## config.mk

```make
export PLATFORM = sky130hd
export DESIGN_NAME = cart_rom_arbiter
export DESIGN_NICKNAME = d
export VERILOG_FILES = /design/src/rtl/cart_arb_pkg.sv /design/src/rtl/cart_arb_hold.sv /design/src/rtl/cart_rom_arbiter.sv
export SDC_FILE = /design/constraint.sdc
export NUM_CORES = 1
export LEC_CHECK = 0
export CAP_MARGIN = 15
export CORE_MARGIN = 4
export CORE_UTILIZATION = 46
export CTS_BUF_LIST = sky130_fd_sc_hd__clkbuf_4
export DETAILED_ROUTE_END_ITERATION = 12
export PLACE_DENSITY_LB_ADDON = 0.12
export SYNTH_ARGS = -nofsm -noshare
export SYNTH_HDL_FRONTEND = slang
export SYNTH_HIERARCHICAL = 1
export SYNTH_SLANG_ARGS = --single-unit
```

## constraint.sdc

```tcl
create_clock -name clk_sys -period 2.43 [get_ports clk_sys]
set_input_delay 0.486 -clock clk_sys [delete_from_list [all_inputs] [get_ports clk_sys]]
set_output_delay 0.486 -clock clk_sys [all_outputs]
set_load 0.01 [all_outputs]
```

## src/rtl/cart_arb_pkg.sv

```systemverilog
// ============================================================================
// Module      : cart_arb_pkg
// Description : Shared types and constants for the cartridge ROM arbiter.
// Revision    : 1.0 - initial release
// ============================================================================
`default_nettype none

package cart_arb_pkg;

    typedef enum logic [1:0] {
        ST_IDLE  = 2'd0,
        ST_READ  = 2'd1,
        ST_WRITE = 2'd2
    } arb_state_t;

    typedef enum logic {
        REQ_0 = 1'b0,
        REQ_1 = 1'b1
    } req_id_t;

    localparam int RD_LAT_MIN = 1;
    localparam int RD_LAT_MAX = 7;
    localparam int LAT_W      = 3;

    function automatic bit rd_lat_ok(input int lat);
        return (lat >= RD_LAT_MIN) && (lat <= RD_LAT_MAX);
    endfunction

endpackage

`default_nettype wire

```

## src/rtl/cart_arb_hold.sv

```systemverilog
// ============================================================================
// Module      : cart_arb_hold
// Description : Download holding register; one-deep buffer for HPS writes.
// Revision    : 1.0 - initial release
// ============================================================================
`default_nettype none

module cart_arb_hold #(
    parameter int ADDR_W = 24,
    parameter int DATA_W = 16
) (
    input  logic              clk_sys,
    input  logic              reset,
    input  logic              wr,
    input  logic              clr,
    input  logic [ADDR_W-1:0] wr_addr,
    input  logic [DATA_W-1:0] wr_data,
    output logic              full,
    output logic [ADDR_W-1:0] addr,
    output logic [DATA_W-1:0] data
);

    // A capture in the same cycle as a clear keeps the buffer full.
    always_ff @(posedge clk_sys) begin
        if (reset) begin
            full <= 1'b0;
            addr <= '0;
            data <= '0;
        end else if (wr) begin
            full <= 1'b1;
            addr <= wr_addr;
            data <= wr_data;
        end else if (clr) begin
            full <= 1'b0;
        end
    end

endmodule

`default_nettype wire

```

## src/rtl/cart_rom_arbiter.sv

```systemverilog
// ============================================================================
// Module      : cart_rom_arbiter
// Description : Shares one cart ROM between two cart readers and the download
//               writer. Define CART_ARB_RR_EN for round-robin read arbitration.
// Revision    : 1.0 - initial release
// ============================================================================
`default_nettype none

module cart_rom_arbiter
    import cart_arb_pkg::*;
#(
    parameter int ADDR_W = 24,
    parameter int DATA_W = 16,
    parameter int RD_LAT = 2
) (
    input  logic              clk_sys,
    input  logic              reset,
    input  logic              req0,
    input  logic              req1,
    input  logic [ADDR_W-1:0] addr0,
    input  logic [ADDR_W-1:0] addr1,
    output logic              ack0,
    output logic              ack1,
    output logic [DATA_W-1:0] rdata0,
    output logic [DATA_W-1:0] rdata1,
    input  logic              dl_wr,
    input  logic [ADDR_W-1:0] dl_addr,
    input  logic [DATA_W-1:0] dl_data,
    output logic              dl_wait,
    output logic [ADDR_W-1:0] mem_addr,
    output logic              mem_we,
    output logic [DATA_W-1:0] mem_din,
    input  logic [DATA_W-1:0] mem_dout
);

    localparam int             RD_LAT_EFF = rd_lat_ok(RD_LAT) ? RD_LAT : RD_LAT_MAX;
    localparam logic [LAT_W-1:0] LAT_LOAD = LAT_W'(RD_LAT_EFF - 1);

    arb_state_t        state;
    arb_state_t        state_nx;
    req_id_t           grant;
    req_id_t           grant_nx;
    req_id_t           pick;
    logic [LAT_W-1:0]  lat_cnt;
    logic              start_wr;
    logic              start_rd;
    logic              rd_done;
    logic              hold_clr;
    logic              hold_full;
    logic [ADDR_W-1:0] hold_addr;
    logic [DATA_W-1:0] hold_data;

    cart_arb_hold #(
        .ADDR_W (ADDR_W),
        .DATA_W (DATA_W)
    ) u_hold (
        .clk_sys (clk_sys),
        .reset   (reset),
        .wr      (dl_wr),
        .clr     (hold_clr),
        .wr_addr (dl_addr),
        .wr_data (dl_data),
        .full    (hold_full),
        .addr    (hold_addr),
        .data    (hold_data)
    );

    assign dl_wait = hold_full;

`ifdef CART_ARB_RR_EN
    req_id_t last_grant;

    always_ff @(posedge clk_sys) begin
        if (reset) begin
            last_grant <= REQ_1;
        end else if (start_rd) begin
            last_grant <= grant_nx;
        end
    end

    always_comb begin
        pick = req0 ? REQ_0 : REQ_1;
        if (req0 && req1) begin
            pick = (last_grant == REQ_1) ? REQ_0 : REQ_1;
        end
    end
`else
    always_comb begin
        pick = req0 ? REQ_0 : REQ_1;
    end
`endif

    // No read grant in the ack cycle: the acked requester still holds req.
    always_comb begin
        state_nx = state;
        grant_nx = grant;
        start_wr = 1'b0;
        start_rd = 1'b0;
        rd_done  = 1'b0;
        hold_clr = 1'b0;
        case (state)
            ST_IDLE: begin
                if (hold_full) begin
                    state_nx = ST_WRITE;
                    start_wr = 1'b1;
                end else if (!(ack0 || ack1) && (req0 || req1)) begin
                    state_nx = ST_READ;
                    start_rd = 1'b1;
                    grant_nx = pick;
                end
            end
            ST_WRITE: begin
                hold_clr = 1'b1;
                state_nx = ST_IDLE;
            end
            ST_READ: begin
                if (lat_cnt == '0) begin
                    rd_done  = 1'b1;
                    state_nx = ST_IDLE;
                end
            end
            default: state_nx = ST_IDLE;
        endcase
    end

    always_ff @(posedge clk_sys) begin
        if (reset) begin
            state    <= ST_IDLE;
            grant    <= REQ_0;
            lat_cnt  <= '0;
            ack0     <= 1'b0;
            ack1     <= 1'b0;
            rdata0   <= '0;
            rdata1   <= '0;
            mem_we   <= 1'b0;
            mem_addr <= '0;
            mem_din  <= '0;
        end else begin
            state  <= state_nx;
            grant  <= grant_nx;
            ack0   <= 1'b0;
            ack1   <= 1'b0;
            mem_we <= 1'b0;
            if (start_wr) begin
                mem_we   <= 1'b1;
                mem_addr <= hold_addr;
                mem_din  <= hold_data;
            end
            if (start_rd) begin
                mem_addr <= (grant_nx == REQ_1) ? addr1 : addr0;
                lat_cnt  <= LAT_LOAD;
            end else if (state == ST_READ && lat_cnt != '0) begin
                lat_cnt <= lat_cnt - LAT_W'(1);
            end
            // A requester that withdrew mid-read gets neither ack nor data.
            if (rd_done) begin
                if (grant == REQ_0 && req0) begin
                    ack0   <= 1'b1;
                    rdata0 <= mem_dout;
                end
                if (grant == REQ_1 && req1) begin
                    ack1   <= 1'b1;
                    rdata1 <= mem_dout;
                end
            end
        end
    end

endmodule

`default_nettype wire

```

# After elaboration in Yosys (flattened, before gate mapping)
# Index checks and enable logic that the tools add are counted.
# W data, S select, Z words.
word_totals:
  regBits: 122
  in_bits: 109
classes:
  add_sub_neg: 1
  n_eq_ne: 4
  n_mux: 26
  bitwise_logic: 2
  n_reduce_logical: 18
ops:
  columns: ["cell", "count"]
  rows:
  - ["$mux W24", 3]
  - ["$mux W1", 19]
  - ["$mux W2", 3]
  - ["$reduce_and A2 Y1", 3]
  - ["$reduce_bool A2 Y1", 3]
  - ["$logic_and A1 B1 Y1", 4]
  - ["$pmux W2 S2", 1]
  - ["$reduce_or A2 Y1", 2]
  - ["$logic_not A3 Y1", 1]
  - ["$ne A3 B2 Y1 const B", 1]
  - ["$reduce_bool A3 Y1", 1]
  - ["$sub A3 B1 Y3 const B", 1]
  - ["$eq A2 B1 Y1 const B", 1]
  - ["$eq A2 B2 Y1 const B", 1]
  - ["$logic_not A2 Y1", 1]
  - ["$logic_or A1 B1 Y1", 2]
  - ["$ne A2 B2 Y1 const B", 1]
  - ["$not A1 Y1", 2]
  - ["$logic_not A1 Y1", 1]

# Logic depth before layout (Yosys ltp)
logic_depth:
  word_depth: 8
  mapped_depth: 7
  mapped_depth_nobuf: 5

# Modules after synthesis
# The synthesis kept the hierarchy.
by_module_without_submodules:
  columns: ["mod", "instances", "cells_each", "area_per_inst_um2"]
  rows:
  - ["cart_rom_arbiter", 1, 424, 3617.2]
  - ["cart_arb_hold", 1, 134, 1508.9]

# Worst setup path after synthesis
# No wires, ideal clock.
synth_timing:
  kind: "flip-flop to flip-flop"
  start: "register state[1]"
  end: "register mem_addr[14]"
  t_arrival_ns: 1.672
  required_ns: 2.341
  path_slack_ns: 0.669
  stages_incl_launch_ff: 7
  path_buffers: 3
  synth_period_minus_slack_ns: 1.761
  path_cell_list: "dfxtp_1 > or4_1 > buf_2 > or2_1 > buf_6 > buf_6 > a311oi_2"
synth_via:
  elab_chain_cells: 4
  word_cells_on_any_way: 7
  classes_between: "mux: 5; reduce/logical: 2"
synth_rtl:
  columns: ["element", "line_no", "rtl"]
  rows:
  - ["start: declaration", "cart_rom_arbiter.sv:39", "arb_state_t state;"]
  - ["start signal: assignment", "cart_rom_arbiter.sv:139", "state <= state_nx;"]
  - ["$logic_not A2 Y1 *", "cart_rom_arbiter.sv:101", "case (state)"]
  - ["$mux W1", "cart_rom_arbiter.sv:101", null]
  - ["$mux W24", "cart_rom_arbiter.sv:150", "mem_addr <= (grant_nx == REQ_1) ? addr1 : addr0;"]
  - ["$mux W24", "cart_rom_arbiter.sv:149", "if (start_rd) begin"]
  - ["end signal: assignment", "cart_rom_arbiter.sv:146", "mem_addr <= hold_addr;"]
  - ["end signal: assignment", "cart_rom_arbiter.sv:150", null]
  - ["end: declaration", "cart_rom_arbiter.sv:30", "output logic [ADDR_W-1:0] mem_addr,"]
# Every way passes the cells marked *; elsewhere a longest branch is shown, timed or not.
# A chain may end at the register's enable or synchronous reset.

# Worst setup path in the final report
layout_timing:
  start: "register state[1]"
  end: "register mem_addr[4]"
# Same word-level chain as after synthesis.

==> run_results.csv <==
group,metric,value,unit
min_path,hold_path_class,"reg -> reg",
timing,fmax,0.4795,GHz
power,peakVddDrop,0.0002896,V
timing,skew,0.01977,ns
timing,tns,0,ns
layout,mostFrequentLayoutCells,"clkdlybuf4s50_1, dfxtp_1, nand2_1, a21oi_1",
clock_network,cts_tree,"done",
route,drc,0,
timing,finalSetupViolCount,0,
floorplan,core,10890,sq um
place,gp_congestion,0.7975,
timing,worst_pin_slew,0.7683,ns
power,p_int,3.238,mW
grt,antenna_found_initial,0,
route,drt_iter0_drc,343,
power,power.switching,1.331,mW
logic_synthesis,ys_seq_elements,122,
floorplan,fp-row-count,38,
power,pwr-share-clk,31.6,%
clock_network,cts.sinks,122,
logic_synthesis,syn_avg_cell_area,9.187,sq um
logic_synthesis,syn_inst,558,
job,cap_violations,0,
worst_setup_path,worstSetupPathType,"reg -> reg",
timing,slew-limit-headroom,48.78,%
route,via_per_inst,5.281,
layout,syn2layout_area_growth,42.47,%
layout,n_fill_cell,922,
worst_setup_path,critPathArrivalTime,2.47,ns
clock_network,htree_levels,4,
worst_setup_path,path_max_fanout,26,
layout,antenna_cells,0,
worst_setup_path,worstPathRequired,2.82,ns
clock_network,cts-hold-fix-buffers,0,
power,p_leak,2.663,nW
grt,grt_max_degree,64,
route,wl_per_cell,16.33,microns
floorplan,die_h,113.6,microns
layout,drive_gt1_share,13.03,%
timing,hold_viol,0,
min_path,holdPathStages,2,
layout,layout.cells.non_filler,877,
clock_network,cts.path.max_buffers,2,
timing,period_share,85.82,%
place,io_buffers,184,
status,status,"finished, final reports clean",
route,num_vias,4631,
clock_network,cts_resized,0,
worst_setup_path,r2r_cells,4,
floorplan,ioPinCount,185,
clock_network,postCtsSetupRepairBufs,0,
grt,grt_usage,21.57,%
floorplan,die_area,12900,sq um
power,switching_share,29.13,%
logic_synthesis,synth_cell_types,35,
power,p_per_area,625.5,nW/um^2
logic_synthesis,syn_nets,669,
route,drt_first_pass_iters,5,
timing,rsz0062_at_grt,"false",
power,power.total,4.568,mW
timing,finalMaxSlewViolations,0,
power,p_seq_share,48.1,%
clock_network,numCtsBuffers,17,
route,detail-route-antenna-nets,0,
clock_network,clkLatencyLatePin,0.48,ns
floorplan,start_util,47.08,%
worst_setup_path,start_kind,"register",
floorplan,die_width,113.6,microns
route,drt_wl_total,14320,microns
layout,final_common_cell,"clkdlybuf4s50_1",
layout,layout.nets,835,
power,p_comb_share,20.3,%
clock_network,root_buffer,"clkbuf_4",
grt,grt_pass1_vias,4620,
logic_synthesis,synth_warnings,6,
grt,grt_pass1_wl,22640,microns
clock_network,path_clk_slew,0.12,ns
logic_synthesis,synth_area,5126,sq um
place,placedCellCount,845,
timing,final.min_clock_period,2.085,ns
logic_synthesis,yosysSeqAreaShare,47.64,%
worst_setup_path,crit_path_end_kind,"register",
grt,grt.overflow.total,0,
place,hpwl,9803,microns
## synth_stat cells (all sizes together)
cell type	number	area, sq um
dfxtp	122	2442
nand2	82	307.8
a21oi	51	255.2
nor2	44	172.7
mux2i	41	410.4
clkbuf	38	142.6
nand3	33	165.2
o21ai	33	165.2
nor3	27	135.1
a311oi	24	322.8
mux2	24	270.3
buf	14	155.2
inv	3	11.26
nand2b	3	18.77
nor2b	3	18.77
ha	2	25.02
a2111oi	1	8.760
a21o	1	7.510
a31oi	1	6.260
and2	1	6.260
and3	1	6.260
nand3b	1	7.510
nand4bb	1	11.26
nor3b	1	7.510
nor4bb	1	10.01
o21bai	1	7.510
or2	1	6.260
or3	1	6.260
or3b	1	8.760
or4	1	7.510
## routing by layer
layer | global-route usage [%] | part of all wire (%) | up-vias
met2 | 36.08 | 49 | 163
met1 | 26.85 | 42 | 2175
li1 | - | - | 2279
met5 | 0 | 0 | -
met3 | 6.419 | 7.4 | 14
met4 | 6.571 | 1.3 | 0
## cell families (layout without fill, tap and decap cells)
family / after synthesis / in the layout / share of synthesized area [%]
AND/OR/NAND/NOR: 202 / 202 / 17.48
flip-flops: 122 / 122 / 47.64
AO/OA/AOI/OAI: 112 / 112 / 15.08
multiplexers: 65 / 65 / 13.28
buffers and inverters: 55 / 234 / 6.029
adder cells (fa/ha/maj): 2 / 2 / 0.4881
## worst max-delay path, cell delays in order (launching register included)
cell and delay, ns:
dfxtp_1 0.42, or4_1 0.74, or2_1 0.29, buf_4 0.26, a311oi_1 0.29
## area by class of cell
cell class	instances	area, sq um	share of cell area (%)
clock inverters	15	163.9	2.244
flip-flops and latches	122	2442	33.44
multi-input cells	381	2399	32.84
inverters	3	11.26	0.1542
well taps	140	175.2	2.398
repair buffers	199	1984	27.17
clock buffers	17	127.6	1.747
## worst paths after layout
check	from	endpoint	slack, ns
setup / recovery	state[1]	mem_addr[4]	0.34
hold / removal	u_hold/data[7]	mem_din[7]	0.46
setup reg to reg	state[1]	mem_addr[4]	0.34
hold reg to reg	u_hold/data[7]	mem_din[7]	0.46
## metrics by stage
step                      cell area, sq um  utilization [%]  setup WS, ns  hold WS [ns]
after floorplan                       5126                -        0.6693        0.4312
after global placement                7012            64.40        0.2789        0.4381
after detailed placement              7012            64.40        0.2111        0.4447
after CTS                             7303            67.08        0.3273        0.4681
after global routing                  7303            67.08        0.2560        0.4855
final                                 7303            67.08        0.3445        0.4620
## power groups by stage
stage | Clock (mW) | Sequential [mW] | Combinational, mW
floorplan | 0 | 2.26 | 0.466
global placement | 0 | 2.24 | 0.911
detailed placement | 0 | 2.24 | 0.929
CTS | 1.49 | 2.20 | 0.934
global route | 1.58 | 2.21 | 1.00
finish | 1.44 | 2.20 | 0.928
## flip-flops by register name (all words and copies together) (netlist names)
signal,flops
mem_addr,24
ack0,1
mem_din,16
u_hold/addr,24
rdata1,16
rdata0,16
mem_we,1
grant,1
u_hold/data,16
ack1,1
lat_cnt,3
u_hold/full,1
state,2
Note: power is estimated with default switching activity, not from simulation.
